===== config.mk =====
export PLATFORM = sky130hd
export DESIGN_NAME = rvc_parcel_aligner
export DESIGN_NICKNAME = d
export VERILOG_FILES = /design/src/rtl/rvc_align_pkg.sv /design/src/rtl/rvc_parcel_buf.sv /design/src/rtl/rvc_parcel_aligner.sv
export SDC_FILE = /design/constraint.sdc
export NUM_CORES = 1
export LEC_CHECK = 0
export ABC_AREA = 1
export CORE_MARGIN = 4
export CORE_UTILIZATION = 30
export CTS_BUF_LIST = sky130_fd_sc_hd__clkbuf_2
export CTS_CLUSTER_DIAMETER = 120
export CTS_CLUSTER_SIZE = 16
export DETAILED_ROUTE_END_ITERATION = 16
export GPL_TIMING_DRIVEN = 0
export MAX_ROUTING_LAYER = met4
export SETUP_SLACK_MARGIN = 0.4
export SLEW_MARGIN = 20
export SYNTH_ARGS = -nofsm -noshare
export SYNTH_HDL_FRONTEND = slang
export SYNTH_HIERARCHICAL = 1
export SYNTH_SLANG_ARGS = --single-unit

===== constraint.sdc =====
create_clock -name clock -period 2.7 [get_ports clock]
set_input_delay 0.27 -clock clock [delete_from_list [all_inputs] [get_ports clock]]
set_output_delay 0.27 -clock clock [all_outputs]
set_load 0.02 [all_outputs]

===== src/rtl/rvc_align_pkg.sv =====
// Shared types and helpers for the RV32IC parcel aligner.
// A parcel is one 16-bit halfword of the instruction stream.
package rvc_align_pkg;

  localparam int PARCEL_W = 16;
  localparam int PTR_W    = 4;

  typedef logic [PARCEL_W-1:0] parcel_t;

  // A parcel whose low two bits are not 2'b11 starts a 16-bit instruction.
  function automatic logic is_rvc(parcel_t p);
    return p[1:0] != 2'b11;
  endfunction

  // Advance a ring pointer by n (0..2) entries for a ring of any depth.
  // ptr < depth and n < depth, so one conditional subtract is enough.
  function automatic logic [PTR_W-1:0] ptr_inc(logic [PTR_W-1:0] ptr,
                                                logic [1:0]       n,
                                                logic [PTR_W-1:0] depth);
    logic [PTR_W-1:0] sum;
    sum = ptr + {2'b00, n};
    if (sum >= depth) sum = sum - depth;
    return sum;
  endfunction

endpackage


===== src/rtl/rvc_parcel_buf.sv =====
// Circular parcel store: pushes 0..2 parcels and pops 0..2 parcels per cycle,
// exposing the occupancy and the two oldest parcels.
module rvc_parcel_buf
  import rvc_align_pkg::*;
#(
  parameter int DEPTH = 4,
  parameter int CW    = $clog2(DEPTH + 1)
) (
  input  logic          clock,
  input  logic          reset,
  input  logic          clear,
  input  logic [1:0]    push_n,
  input  parcel_t       push_lo,
  input  parcel_t       push_hi,
  input  logic [1:0]    pop_n,
  output logic [CW-1:0] count,
  output parcel_t       peek0,
  output parcel_t       peek1
);

  localparam int PW = $clog2(DEPTH);
  localparam logic [PTR_W-1:0] DEPTH_W = PTR_W'(DEPTH);

  parcel_t          mem [DEPTH];
  logic [PW-1:0]    head;
  logic [PW-1:0]    tail;
  logic [PTR_W-1:0] head_plus1;
  logic [PTR_W-1:0] head_step;
  logic [PTR_W-1:0] tail_plus1;
  logic [PTR_W-1:0] tail_step;
  logic [CW-1:0]    count_next;

  // Wrapped pointer arithmetic and the two head-side read ports.
  always_comb begin
    head_plus1 = ptr_inc(PTR_W'(head), 2'd1, DEPTH_W);
    head_step  = ptr_inc(PTR_W'(head), pop_n, DEPTH_W);
    tail_plus1 = ptr_inc(PTR_W'(tail), 2'd1, DEPTH_W);
    tail_step  = ptr_inc(PTR_W'(tail), push_n, DEPTH_W);
    count_next = count + CW'(push_n) - CW'(pop_n);
    peek0      = mem[head];
    peek1      = mem[head_plus1[PW-1:0]];
  end

  // Pointer and occupancy state; reset and clear both empty the ring.
  always_ff @(posedge clock) begin
    if (reset || clear) begin
      head  <= '0;
      tail  <= '0;
      count <= '0;
    end else begin
      head  <= head_step[PW-1:0];
      tail  <= tail_step[PW-1:0];
      count <= count_next;
    end
  end

  // Parcel storage; the lower parcel always lands at the tail slot.
  always_ff @(posedge clock) begin
    if (!reset && !clear) begin
      if (push_n != 2'd0) mem[tail] <= push_lo;
      if (push_n == 2'd2) mem[tail_plus1[PW-1:0]] <= push_hi;
    end
  end

endmodule


===== src/rtl/rvc_parcel_aligner.sv =====
// Splits a stream of 32-bit fetch words into whole RV32IC instructions,
// one per output handshake, with support for halfword-aligned redirects.
module rvc_parcel_aligner
  import rvc_align_pkg::*;
#(
  parameter int BUF_PARCELS = 4
) (
  input  logic        clock,
  input  logic        reset,
  input  logic        flush,
  input  logic        flush_hi,
  input  logic        in_valid,
  output logic        in_ready,
  input  logic [31:0] in_data,
  output logic        out_valid,
  input  logic        out_ready,
  output logic [31:0] out_insn,
  output logic        out_compressed
);

  localparam int CW = $clog2(BUF_PARCELS + 1);
  localparam logic [CW-1:0] FILL_LIMIT = CW'(BUF_PARCELS - 2);
  localparam logic [CW-1:0] TWO        = CW'(2);

  logic [CW-1:0] count;
  parcel_t       h0;
  parcel_t       h1;
  parcel_t       push_lo;
  parcel_t       push_hi;
  logic [1:0]    push_n;
  logic [1:0]    pop_n;
  logic          skip_lo;
  logic          head_rvc;
  logic          insn_avail;
  logic          accept;
  logic          consume;

  rvc_parcel_buf #(
    .DEPTH (BUF_PARCELS),
    .CW    (CW)
  ) u_buf (
    .clock   (clock),
    .reset   (reset),
    .clear   (flush),
    .push_n  (push_n),
    .push_lo (push_lo),
    .push_hi (push_hi),
    .pop_n   (pop_n),
    .count   (count),
    .peek0   (h0),
    .peek1   (h1)
  );

  // Decode the head, drive the handshakes and pick how many parcels move.
  always_comb begin
    head_rvc       = is_rvc(h0);
    insn_avail     = ((count != '0) && head_rvc) || ((count >= TWO) && !head_rvc);
    out_valid      = insn_avail && !flush;
    in_ready       = (count <= FILL_LIMIT) && !flush;
    out_compressed = out_valid && head_rvc;
    out_insn       = '0;
    if (out_valid) out_insn = head_rvc ? {16'h0000, h0} : {h1, h0};
    accept         = in_valid && in_ready;
    consume        = out_valid && out_ready;
    push_lo        = skip_lo ? in_data[31:16] : in_data[15:0];
    push_hi        = in_data[31:16];
    push_n         = accept ? (skip_lo ? 2'd1 : 2'd2) : 2'd0;
    pop_n          = consume ? (head_rvc ? 2'd1 : 2'd2) : 2'd0;
  end

  // Remember that the next accepted word starts at its upper parcel.
  always_ff @(posedge clock) begin
    if (reset)       skip_lo <= 1'b0;
    else if (flush)  skip_lo <= flush_hi;
    else if (accept) skip_lo <= 1'b0;
  end

endmodule


# Word-level counts from Yosys, hierarchy flattened
# Memories as Yosys holds them, arrays and structs flattened. A register that Yosys moved wholly into a read port is not among the register bits.
# Cells that the tools add are included.
# op_classes
addsub,10
multipliers,0
div_mod_pow,0
n_lt_le_gt_ge,6
n_eq_ne,2
n_shift,0
n_mux,20
bitwise_logic,0
reduce_logical,16
# ops
operator,n
2-to-1 mux 32 bit,2
2-to-1 mux 2 bit,9
2-to-1 mux 16 bit,1
greater-or-equal comparator 3 bit (second input constant),4
logical AND 1 bit,8
2-to-1 mux 1 bit,8
subtractor 2 x 1 -> 2 bit (second input constant),4
adder 2 x 1 -> 3 bit (second input constant),2
adder 2 x 2 -> 3 bit,2
nonzero test 2 bit,2
adder 3 x 2 -> 3 bit,1
greater-or-equal comparator 3 x 2 -> 1 bit (second input constant),1
<= comparator 3 x 2 -> 1 bit (second input constant),1
logical NOT 1 bit,3
nonzero test 3 bit,1
subtractor 3 x 2 -> 3 bit,1
equality test 2 bit (second input constant),1
logical OR 1 bit,2
inequality test 2 bit (second input constant),1
# word_totals
register_bits,8
latchBits,0
ram_bits,64
romBits,0
in_bits,38
output_inout_bits,35
word_cells,59
mem_count,1
# mem_list
name,depth,width,read_ports,rd_ports_with_merged_regs,wr,line,text
u_buf.mem,4,16,2,1,2,rvc_parcel_buf.sv:24,parcel_t mem [DEPTH];

# Longest topological paths before layout
# Gate-level depths: netlist of the first run.
# depth
depth_word,11
depth_mapped,19
ltp_nobuf,17

# Cells and area by module
# Netlist of the first run, hierarchy kept.
# by_module_without_submodules
module,n_inst,cells_per_inst,area_per_inst_um2,seq_area_each_um2
rvc_parcel_buf,1,576,4453.0,2062.0
rvc_parcel_aligner,1,146,732.0,20.0

# Worst setup path before layout of the first run
# OpenSTA, ideal clock, no wires.
# synth_timing
path_kind,register to register
startpoint,register skip_lo
endpoint,memory u_buf/mem[0][0] (netlist bit) (enable)
arrival_ns,2.280
required_ns,2.289
slack_ns,0.009
path_stages_with_launch,6
n_path_buf,2
synth_period_minus_slack_ns,2.691
cell_sequence,dfxtp_1 buf_4 buf_2 nor2_1 o21ai_0 o21ai_0
# synth_lines
element,line,text
start: declaration,rvc_parcel_aligner.sv:32,logic skip_lo;
start signal: assignment,rvc_parcel_aligner.sv:74,else if (flush) skip_lo <= flush_hi;
end: declaration,rvc_parcel_buf.sv:24,

==> results of run 1 <==
[where the power goes]
part	total (mW)	switching [mW]	leakage, nW	internal (mW)
sequential	1.26	0.0128	0.646	1.24
combinational	0.561	0.325	2.50	0.236
clock	0.464	0.329	0.0621	0.135
total	2.28	0.667	3.20	1.61
[flip-flops by register name, indices dropped and copies added (netlist names)]
register     count
u_buf/mem       64
u_buf/tail       2
u_buf/head       2
skip_lo          1
u_buf/count      3
[kinds of logic (layout without fill, tap and decap cells)]
family	count (synthesis)	in the layout	synth area share (%)
AOI/OAI and AO/OA	74	77	7.26
adders and majority gates	6	6	1.74
buffers and inverters	123	237	13.2
DFF	72	72	40.2
other	0	1	0
and+or+nand+nor	447	448	37.7
[synth_stat cells]
cell	instances
ha_1	4
fa_1	2
buf_2	14
nor2_1	50
nor2_2	8
inv_1	70
nand2_4	1
buf_12	8
dfxtp_1	8
buf_4	1
a21oi_2	1
clkbuf_2	1
o21ai_1	3
nand2_1	240
o21bai_1	1
clkbuf_1	11
a21oi_1	19
buf_6	9
inv_2	9
nand4_1	17
edfxtp_1	64
nand2_2	9
nor2_4	5
o21ai_0	50
nand3_1	116
nor3_1	1
[final timing paths]
path,slack [ns],from,end,depth (start not counted)
worst min register to register,0.60,u_buf/tail[1],u_buf/tail[1],2
worst max-delay path,0.07,u_buf/head[0],u_buf/count[1],18
worst min-delay path,0.41,flush_hi,skip_lo,3
worst max register to register,0.07,u_buf/head[0],u_buf/count[1],18
[cell type report]
cell class | count | area (µm²) | area share [%]
multi-input combinational | 531 | 2680 | 38.7
timing repair buffer | 99 | 1040 | 15.1
antenna | 1 | 2.50 | 0.0361
clock buffer | 14 | 70.1 | 1.01
tap | 220 | 275 | 3.97
inverter | 79 | 307 | 4.42
buffer | 44 | 457 | 6.59
clock inverter | 1 | 5.00 | 0.0722
sequential | 72 | 2090 | 30.1
[timing repair]
action                     4_1_cts  5_1_grt
setup endpoints to repair      102       96
gates resized for setup        224       52
pin swaps                        2        9
setup buffers                   16        9
gates cloned                     5        1
[per-layer routing]
layer | global-route usage, % | vias to the layer above | routed length (µm)
met5 | - | - | 0
met1 | 24.9 | 2279 | 8090
li1 | - | 2594 | -
met4 | 5.87 | 0 | 395
met2 | 26.5 | 207 | 7480
met3 | 2.30 | 28 | 916
[through the flow]
stage | worst slack, ns | instance area, µm² | TNS (ns)
after floorplan | 0.249 | 5240 | 0
after global placement | -0.413 | 6230 | -21.95
after detailed placement | -0.382 | 6230 | -22.15
after CTS | 0.104 | 6630 | 0
after global routing | -0.0304 | 6930 | -0.0952
final | 0.0740 | 6930 | 0
[worst register-to-register path: stages (launching register included)]
cell	delay, ns
dfxtp_2	0.38
buf_8	0.13
inv_8	0.05
buf_8	0.12
nor2_4	0.07
nor2_2	0.04
o21ai_1	0.08
nand2_1	0.11
nand2_2	0.13
nand2_2	0.07
nand2_4	0.09
nand2_4	0.06
nor3_4	0.21
ha_1	0.26
inv_1	0.06
ha_2	0.17
fa_2	0.44
inv_2	0.05
nor2_1	0.03
==> impl_metrics.py, run 1 <==
metrics = {
    "outcome": {
        "outcome": "completed",
    },
    "clocking": {
        "numCtsBuffers": 9,
        "clock_path_buffers": 2,
        "cts_root_buf": "clkbuf_2",
        "cts_hold_buf": 0,
        "clk_pin_slew_ns": 0.15,
        "htreeDepth": 3,
        "clock_latency_ns": 0.50,
        "cts_tree": "done",
        "clock-sinks": 72,
    },
    "routing": {
        "dr.pass1.iters": 8,
        "routed_wl_um": 16900,
        "vias": 5108,
        "drtIter0Drc": 776,
        "drc": 0,
        "wl_per_cell_um": 15.9,
        "ant_nets": 0,
        "viasPerCell": 4.81,
    },
    "sta": {
        "setup_viol": 0,
        "timing.slew.headroom_pct": 44.3,
        "fmax_mhz": 381,
        "worst_pin_slew_ns": 0.836,
        "slew_viol_final": 0,
        "hold_ws_ns": 0.411,
        "fin_crit_ns": 2.63,
        "clock_skew_ns": 0.0260,
        "fin_crit_sh_pct": 97.3,
        "grt_setup_unrepaired": "yes",
        "hold_viol_final": 0,
    },
    "yosys": {
        "netlist.area_leader.share_pct": 37.1,
        "synth_seq_cells": 72,
        "ys_types": 26,
        "synth.avg_cell_area_um2": 7.18,
        "synth_top_area_cell": "edfxtp_1",
        "ys_warn_count": 6,
        "synthCells": 722,
        "ys_seq_area_share_pct": 40.2,
        "syn-num-nets": 766,
        "synthesis.area_um2": 5180,
        "synth.top_cells.by_area": "edfxtp_1, nand2_1, nand3_1",
    },
    "floorplan": {
        "die-height_um": 139,
        "dieArea_um2": 19500,
        "die_w_um": 139,
        "pin_count": 73,
        "start_util_pct": 30.9,
        "core_um2": 16800,
        "std_cell_rows": 47,
    },
    "placed_design": {
        "place_congestion": 0.916,
        "placedCellCount": 1014,
        "port_buffers": 72,
        "place_hpwl_um": 12600,
    },
    "worst_setup_path": {
        "path_buf_inv": 5,
        "arrival_ns": 3.02,
        "cp_cell_sequence": "buf_8 > inv_8 > buf_8 > nor2_4 > nor2_2 > o21ai_1 > nand2_1 > nand2_2 > nand2_2 > nand2_4 > nand2_4 > nor3_4 > ha_1 > inv_1 > ha_2 > fa_2 > inv_2 > nor2_1",
        "critPathKind": "reg2reg",
        "critPathRequiredTime_ns": 3.09,
        "slowest_stage": "fa_2",
        "critPathTopFamily": "adder cells",
        "start_kind": "flip-flop",
        "cpPeakStageDelay_ns": 0.44,
        "path_max_fanout": 8,
        "endpoint_kind": "flip-flop",
    },
    "grt": {
        "grt_util_all_layers_pct": 17.7,
        "grt_max_degree": 17,
        "grt_pass1_vias": 4780,
        "antenna_found_initial": 1,
        "overflow": 0,
        "grt_pass1_wl_um": 26700,
    },
    "flow_run": {
        "drv_cap": 0,
    },
    "final_layout": {
        "drive_gt1_share_pct": 21.3,
        "finish.utilization_pct": 41.3,
        "final_nets": 880,
        "fillers": 1730,
        "syn_to_final_growth_pct": 33.6,
        "final_common_cell": "nand2_1",
        "final_cell_mix": "nand2_1, nand3_1, inv_1",
        "stdcell_count": 1061,
    },
    "power": {
        "p_leak_nw": 3.20,
        "fin_total_pwr_mw": 2.28,
        "vdd.ir_drop.worst_mv": 0.131,
        "power_density_nw_per_um2": 329,
    },
    "worst_hold_path": {
        "hold_class": "in2reg",
    },
}
(Power assumes the default switching activity.)
==> inputs of run 2 (changes only) <==
ABC_AREA = unset   (was 1)
==> run 2 against run 1 <==
The run now ends with setup timing left. Clock skew rose by 0.0098 ns. Hold slack got worse by 0.10 ns. Power is 15% higher. Sequential cell count unchanged. Synthesized cell count is 59% lower. Wire length shrank 24%. Final cell count is 42% lower. Utilization is 5.2 points higher. Largest power group unchanged.
==> impl_metrics.py, run 2 <==
metrics = {
    "clocking": {
        "cts_hold_buf": 0,
        "clock_latency_ns": 0.51,
        "clk_pin_slew_ns": 0.22,
        "clock_path_buffers": 2,
        "clock-sinks": 72,
        "cts_tree": "done",
        "htreeDepth": 3,
        "cts_root_buf": "clkbuf_2",
        "numCtsBuffers": 9,
    },
    "outcome": {
        "outcome": "finished with violations",
        "violations": "setup timing",
    },
    "final_layout": {
        "syn_to_final_growth_pct": 50.2,
        "diodes": 0,
        "final_cell_mix": "mux2_4, edfxtp_1, buf_6",
        "biggestRegsByFlops": "u_buf/mem: 64 flops, u_buf/count: 3 flops",
        "drive_gt1_share_pct": 67.4,
        "finish.instance_area_um2": 6850,
        "final_nets": 474,
        "top_register": "u_buf/mem",
        "largest_reg_flops": 64,
    },
    "sta": {
        "layout_setup_ws_ns": -0.222,
        "timing.slew.headroom_pct": 41.1,
        "worst_pin_slew_ns": 0.883,
        "fin_crit_sh_pct": 108,
        "hold_ws_ns": 0.308,
        "fin_crit_ns": 2.92,
        "fmax_mhz": 342,
        "finalSetupTns_ns": -4.47,
        "slew_viol_final": 0,
        "hold_viol_final": 0,
        "setup_viol": 36,
        "clock_skew_ns": 0.0358,
        "grt_setup_unrepaired": "yes",
    },
    "power": {
        "power_density_nw_per_um2": 383,
        "vdd.ir_drop.worst_mv": 0.190,
        "fin_total_pwr_mw": 2.62,
        "p_leak_nw": 2.69,
    },
    "yosys": {
        "ys_seq_area_share_pct": 45.7,
        "synthesis.area_um2": 4560,
        "netlist.area_leader.share_pct": 42.2,
        "synth-main-ff-cell": "edfxtp_1",
        "synth.top_cells.by_area": "edfxtp_1, mux4_2, mux2_2",
        "synth_mux_area_share_pct": 37.2,
        "ys_warn_count": 6,
        "synth-xor-area-share_pct": 1.15,
        "async_reset_ff_share_pct": 0,
        "synth_fa_ha_area_share_pct": 1.98,
        "synth_top_area_cell": "edfxtp_1",
        "synth_most_common_cell": "edfxtp_1",
        "synthTopCellsByCount": "edfxtp_1, mux2_2, and2_1",
        "yosys.area_share.simple_pct": 8.54,
        "synthCells": 293,
        "ys_types": 36,
        "synth_seq_cells": 72,
        "synth-compound-area-share_pct": 1.89,
        "synth_top_family_by_area": "multiplexers",
        "synth-edff-count": 64,
        "syn-num-nets": 337,
        "synth.avg_cell_area_um2": 15.6,
    },
    "worst_setup_path": {
        "cp.depth": 14,
        "cp-startpoint": "u_buf/head[0]",
        "path_buf_inv": 4,
        "cpPeakStageDelay_ns": 0.53,
        "r2r-start": "u_buf/head[0]",
        "critPathRequiredTime_ns": 3.10,
        "path_max_fanout": 4,
        "cp_cell_sequence": "buf_8 > buf_12 > mux4_2 > a21bo_2 > a21oi_4 > buf_6 > and3_4 > ha_4 > inv_2 > ha_4 > fa_2 > xnor2_2 > xnor2_1 > nor3_1",
        "cp_common_cell": "ha_4",
        "endpoint_kind": "flip-flop",
        "critPathTopFamily": "adder cells",
        "critPathKind": "reg2reg",
        "slowest_stage": "mux4_2",
        "start_kind": "flip-flop",
        "r2r_cells": 14,
        "arrival_ns": 3.32,
    },
    "routing": {
        "drtIter0Drc": 170,
        "wl_per_cell_um": 20.8,
        "ant_nets": 0,
        "vias": 3136,
        "viasPerCell": 5.07,
        "routed_wl_um": 12900,
        "dr.pass1.iters": 6,
        "drc": 0,
    },
    "placed_design": {
        "place_hpwl_um": 8170,
        "port_buffers": 72,
        "place_congestion": 0.792,
        "place_area_um2": 5670,
    },
    "floorplan": {
        "pin_count": 73,
        "core_um2": 14700,
        "start_util_pct": 31.0,
        "dieArea_um2": 17200,
        "die-height_um": 131,
        "die_w_um": 131,
        "std_cell_rows": 44,
    },
    "worst_hold_path": {
        "worstHoldPathCells": 3,
        "hold_class": "in2reg",
        "min-delay-start": "flush_hi",
    },
    "flow_run": {
        "drv_cap": 0,
    },
    "grt": {
        "antenna_found_initial": 0,
        "grt_pass1_wl_um": 19300,
        "overflow": 0,
        "grt_max_degree": 17,
        "grt_util_all_layers_pct": 15.2,
        "grt_pass1_vias": 3322,
    },
}
==> run 2: changes by cell type after synthesis, sizes merged, moves of 18 or more <==
| cell | previous run | this run |
|---|---|---|
| nor2 | 63 | 4 |
| nand2 | 250 | 4 |
| a21oi | 20 | 2 |
| mux2 | 0 | 80 |
| buf | 32 | 13 |
| and2 | 0 | 38 |
| o21ai | 53 | 0 |
| nand3 | 116 | 0 |
| mux4 | 0 | 32 |
| inv | 79 | 6 |
==> run 2: logic make-up (layout without fill, tap and decap cells) <==
kind of cell	Yosys count	in the layout
buf+inv	25	167
flops	72	72
mux	112	112
fa+ha+maj	6	6
compound gates	10	10
xor+xnor	6	6
simple gates	62	62
==> run 2: worst min-delay path: stages <==
cell             delay, ns
clkdlybuf4s50_1       0.40
nand2_1               0.07
o21bai_1              0.06
==> run 2: final timing paths <==
| kind | end | slack, ns |
|---|---|---|
| min | skip_lo | 0.31 |
| max reg2reg | u_buf/count[2] | -0.22 |
| max | u_buf/count[2] | -0.22 |
| min reg2reg | u_buf/count[2] | 0.72 |
==> run 2: layout make-up <==
| cell class | count | area, µm² |
|---|---|---|
| Timing Repair Buffer | 126 | 1350 |
| Inverter | 6 | 22.5 |
| Multi-Input combinational cell | 196 | 2730 |
| Clock inverter | 7 | 119 |
| Tap cell | 184 | 230 |
| Clock buffer | 9 | 45.0 |
| Sequential cell | 72 | 2090 |
| Fill cell | 1276 | 7850 |
| Buffer | 19 | 264 |
==> run 2: what timing repair did <==
action | 4_1_cts | 5_1_grt
cloned | 5 | 0
pin swaps | 15 | 26
setup endpoints to repair | 167 | 105
setup buffers | 39 | 8
gates resized for setup | 295 | 56
==> run 2: routing by layer <==
layer  share of wire, %  global-route usage (%)  vias up
met5                  0                       -        -
met2                 51                    24.6      106
li1                   -                       -     1419
met3                5.2                    3.29       18
met1                 42                    19.1     1593
met4                1.6                    5.02        0
==> run 2: through the flow <==
step	util (%)	std cells	worst slack (ns)
3_3_place_gp	38.5	549	-0.921
3_5_place_dp	38.6	551	-0.729
5_1_grt	46.6	619	-0.342
6_report	46.6	619	-0.222
4_1_cts	45.0	611	-0.323
2_1_floorplan	-	293	-0.159
==> run 2: where the power goes <==
| group | total [mW] | internal [mW] | switching [mW] |
|---|---|---|---|
| clock | 0.807 | 0.401 | 0.407 |
| combinational | 0.560 | 0.337 | 0.223 |
| sequential | 1.25 | 1.24 | 0.0119 |
| total | 2.62 | 1.98 | 0.642 |
==> inputs of run 3 (changes only) <==
CORE_ASPECT_RATIO = 1.2   (was unset)
==> run 3 against run 2 <==
The run still ends with setup timing left. Utilization up 0.17 points. Clock-buffer cell count is the same. Sequential cell count is the same. Fmax is 2.9% lower. Die area is essentially flat. Wire length is 4.1% higher. Final cell count increased by 4.8%. Sequential share of layout area shrank 0.62 points. Critical path depth did not move. Global-route usage rose by 0.91 points. Highest routed layer unchanged.
==> impl_metrics.py, run 3 (synthesis gave the netlist of run 2 again) <==
metrics = {
    "sta": {
        "fmax_mhz": 332,
        "setup_viol": 37,
        "clock_skew_ns": 0.0325,
        "grt_setup_unrepaired": "yes",
        "layout_setup_ws_ns": -0.309,
        "fin_crit_sh_pct": 111,
        "finalSetupTns_ns": -6.00,
        "hold_viol_final": 0,
        "timing.slew.headroom_pct": 42.4,
        "fin_crit_ns": 3.01,
        "worst_pin_slew_ns": 0.864,
        "slew_viol_final": 0,
    },
    "final_layout": {
        "final_cell_mix": "buf_6, mux2_4, edfxtp_1",
        "finish.instance_area_um2": 6990,
        "finish.utilization_pct": 46.7,
        "drive_gt1_share_pct": 68.5,
        "final_common_cell": "buf_6",
        "final_nets": 483,
        "biggestRegsByFlops": "u_buf/mem: 64 flops, u_buf/count: 3 flops",
        "syn_to_final_growth_pct": 53.4,
        "top_register": "u_buf/mem",
        "largest_reg_flops": 64,
    },
    "power": {
        "vdd.ir_drop.worst_mv": 0.178,
        "power_density_nw_per_um2": 349,
        "p_leak_nw": 2.75,
        "fin_total_pwr_mw": 2.44,
    },
    "worst_setup_path": {
        "cp_cell_sequence": "buf_8 > buf_12 > mux4_2 > a21bo_4 > a21oi_4 > buf_6 > and3_4 > ha_4 > inv_2 > ha_4 > fa_2 > xnor2_2 > xnor2_1 > nor3_1",
        "critPathRequiredTime_ns": 3.16,
        "critPathKind": "reg2reg",
        "cp_common_cell": "ha_4",
        "arrival_ns": 3.47,
        "endpoint_kind": "flip-flop",
        "cp.depth": 14,
        "path_max_fanout": 4,
        "path_buf_inv": 4,
        "critPathTopFamily": "adder cells",
        "cpPeakStageDelay_ns": 0.56,
        "r2r_cells": 14,
        "slowest_stage": "mux4_2",
        "start_kind": "flip-flop",
    },
    "grt": {
        "overflow": 0,
        "antenna_found_initial": 1,
        "grt_util_all_layers_pct": 16.1,
        "grt_max_degree": 17,
        "grt_pass1_wl_um": 19700,
        "grt_pass1_vias": 3445,
    },
    "clocking": {
        "numCtsBuffers": 9,
        "clock_latency_ns": 0.53,
        "cts_tree": "done",
        "clock_path_buffers": 2,
        "clk_pin_slew_ns": 0.22,
        "cts_hold_buf": 0,
        "htreeDepth": 3,
        "cts_root_buf": "clkbuf_2",
        "clock-sinks": 72,
    },
    "floorplan": {
        "start_util_pct": 30.5,
        "std_cell_rows": 49,
        "die_w_um": 121,
        "pin_count": 73,
        "die-height_um": 143,
        "core_um2": 15000,
        "dieArea_um2": 17200,
    },
    "worst_hold_path": {
        "worstHoldPathCells": 3,
        "hold_class": "in2reg",
    },
    "routing": {
        "ant_nets": 0,
        "dr.pass1.iters": 4,
        "viasPerCell": 4.86,
        "drc": 0,
        "wl_per_cell_um": 20.7,
        "vias": 3155,
        "wl_met2_um": 7620,
        "routed_wl_um": 13400,
        "top_layer": "met4",
        "drtIter0Drc": 126,
        "drt-met1-wl_um": 5130,
        "wl_met3_um": 423,
    },
    "outcome": {
        "violations": "setup timing",
        "outcome": "finished with violations",
    },
    "placed_design": {
        "place_hpwl_um": 8480,
        "place_area_um2": 5710,
        "port_buffers": 72,
        "place_congestion": 0.736,
    },
    "flow_run": {
        "drv_cap": 0,
    },
}
-- run 3: final cells by class --
type / instances / area (µm²)
Inverter: 6 / 22.5
Fill cell: 1352 / 7970
Multi-Input combinational cell: 196 / 2740
Clock buffer: 9 / 45.0
Buffer: 19 / 275
Clock inverter: 7 / 62.6
Timing Repair Buffer: 135 / 1500
Tap cell: 204 / 255
Sequential cell: 72 / 2090
Antenna cell: 1 / 2.50
-- run 3: routing by layer --
layer | vias up | GRT usage, %
li1 | 1442 | -
met1 | 1617 | 17.3
met2 | 77 | 29.7
met3 | 19 | 2.14
met4 | 0 | 6.62
met5 | - | -
-- run 3: per-stage QoR --
step	setup slack, ns	hold slack [ns]	cells
CTS	-0.414	0.212	635
detailed placement	-0.750	0.560	573
floorplan	-0.159	0.347	293
global route	-0.399	0.234	649
global placement	-0.945	0.562	569
finish	-0.309	0.259	649
-- run 3: worst reg2reg max path: cells and delay by family, from the launching register on --
family	cells	cell delay [ns]
multiplexers	1	0.56
AND/OR/NAND/NOR	2	0.36
buffers and inverters	4	0.37
adder cells (fa/ha/maj)	3	0.62
XOR/XNOR	2	0.27
AO/OA/AOI/OAI	2	0.39
flip-flops	1	0.39
-- run 3: power by group --
group	internal, mW	total [mW]	switching [mW]
Combinational	0.362	0.594	0.232
Sequential	1.24	1.25	0.0101
Clock	0.204	0.593	0.389
-- run 3: worst paths after layout --
kind / slack (ns) / start / to
max: -0.31 / u_buf/head[0] / u_buf/count[2]
min: 0.26 / flush_hi / skip_lo
max reg2reg: -0.31 / u_buf/head[0] / u_buf/count[2]
min reg2reg: 0.73 / u_buf/head[0] / u_buf/head[0]
-- run 3: repair_timing --
action	4_1_cts	5_1_grt
cloned	5	1
endpoints found under the setup margin	165	123
resized for setup	287	76
pin swaps	12	30
setup buffers	41	12
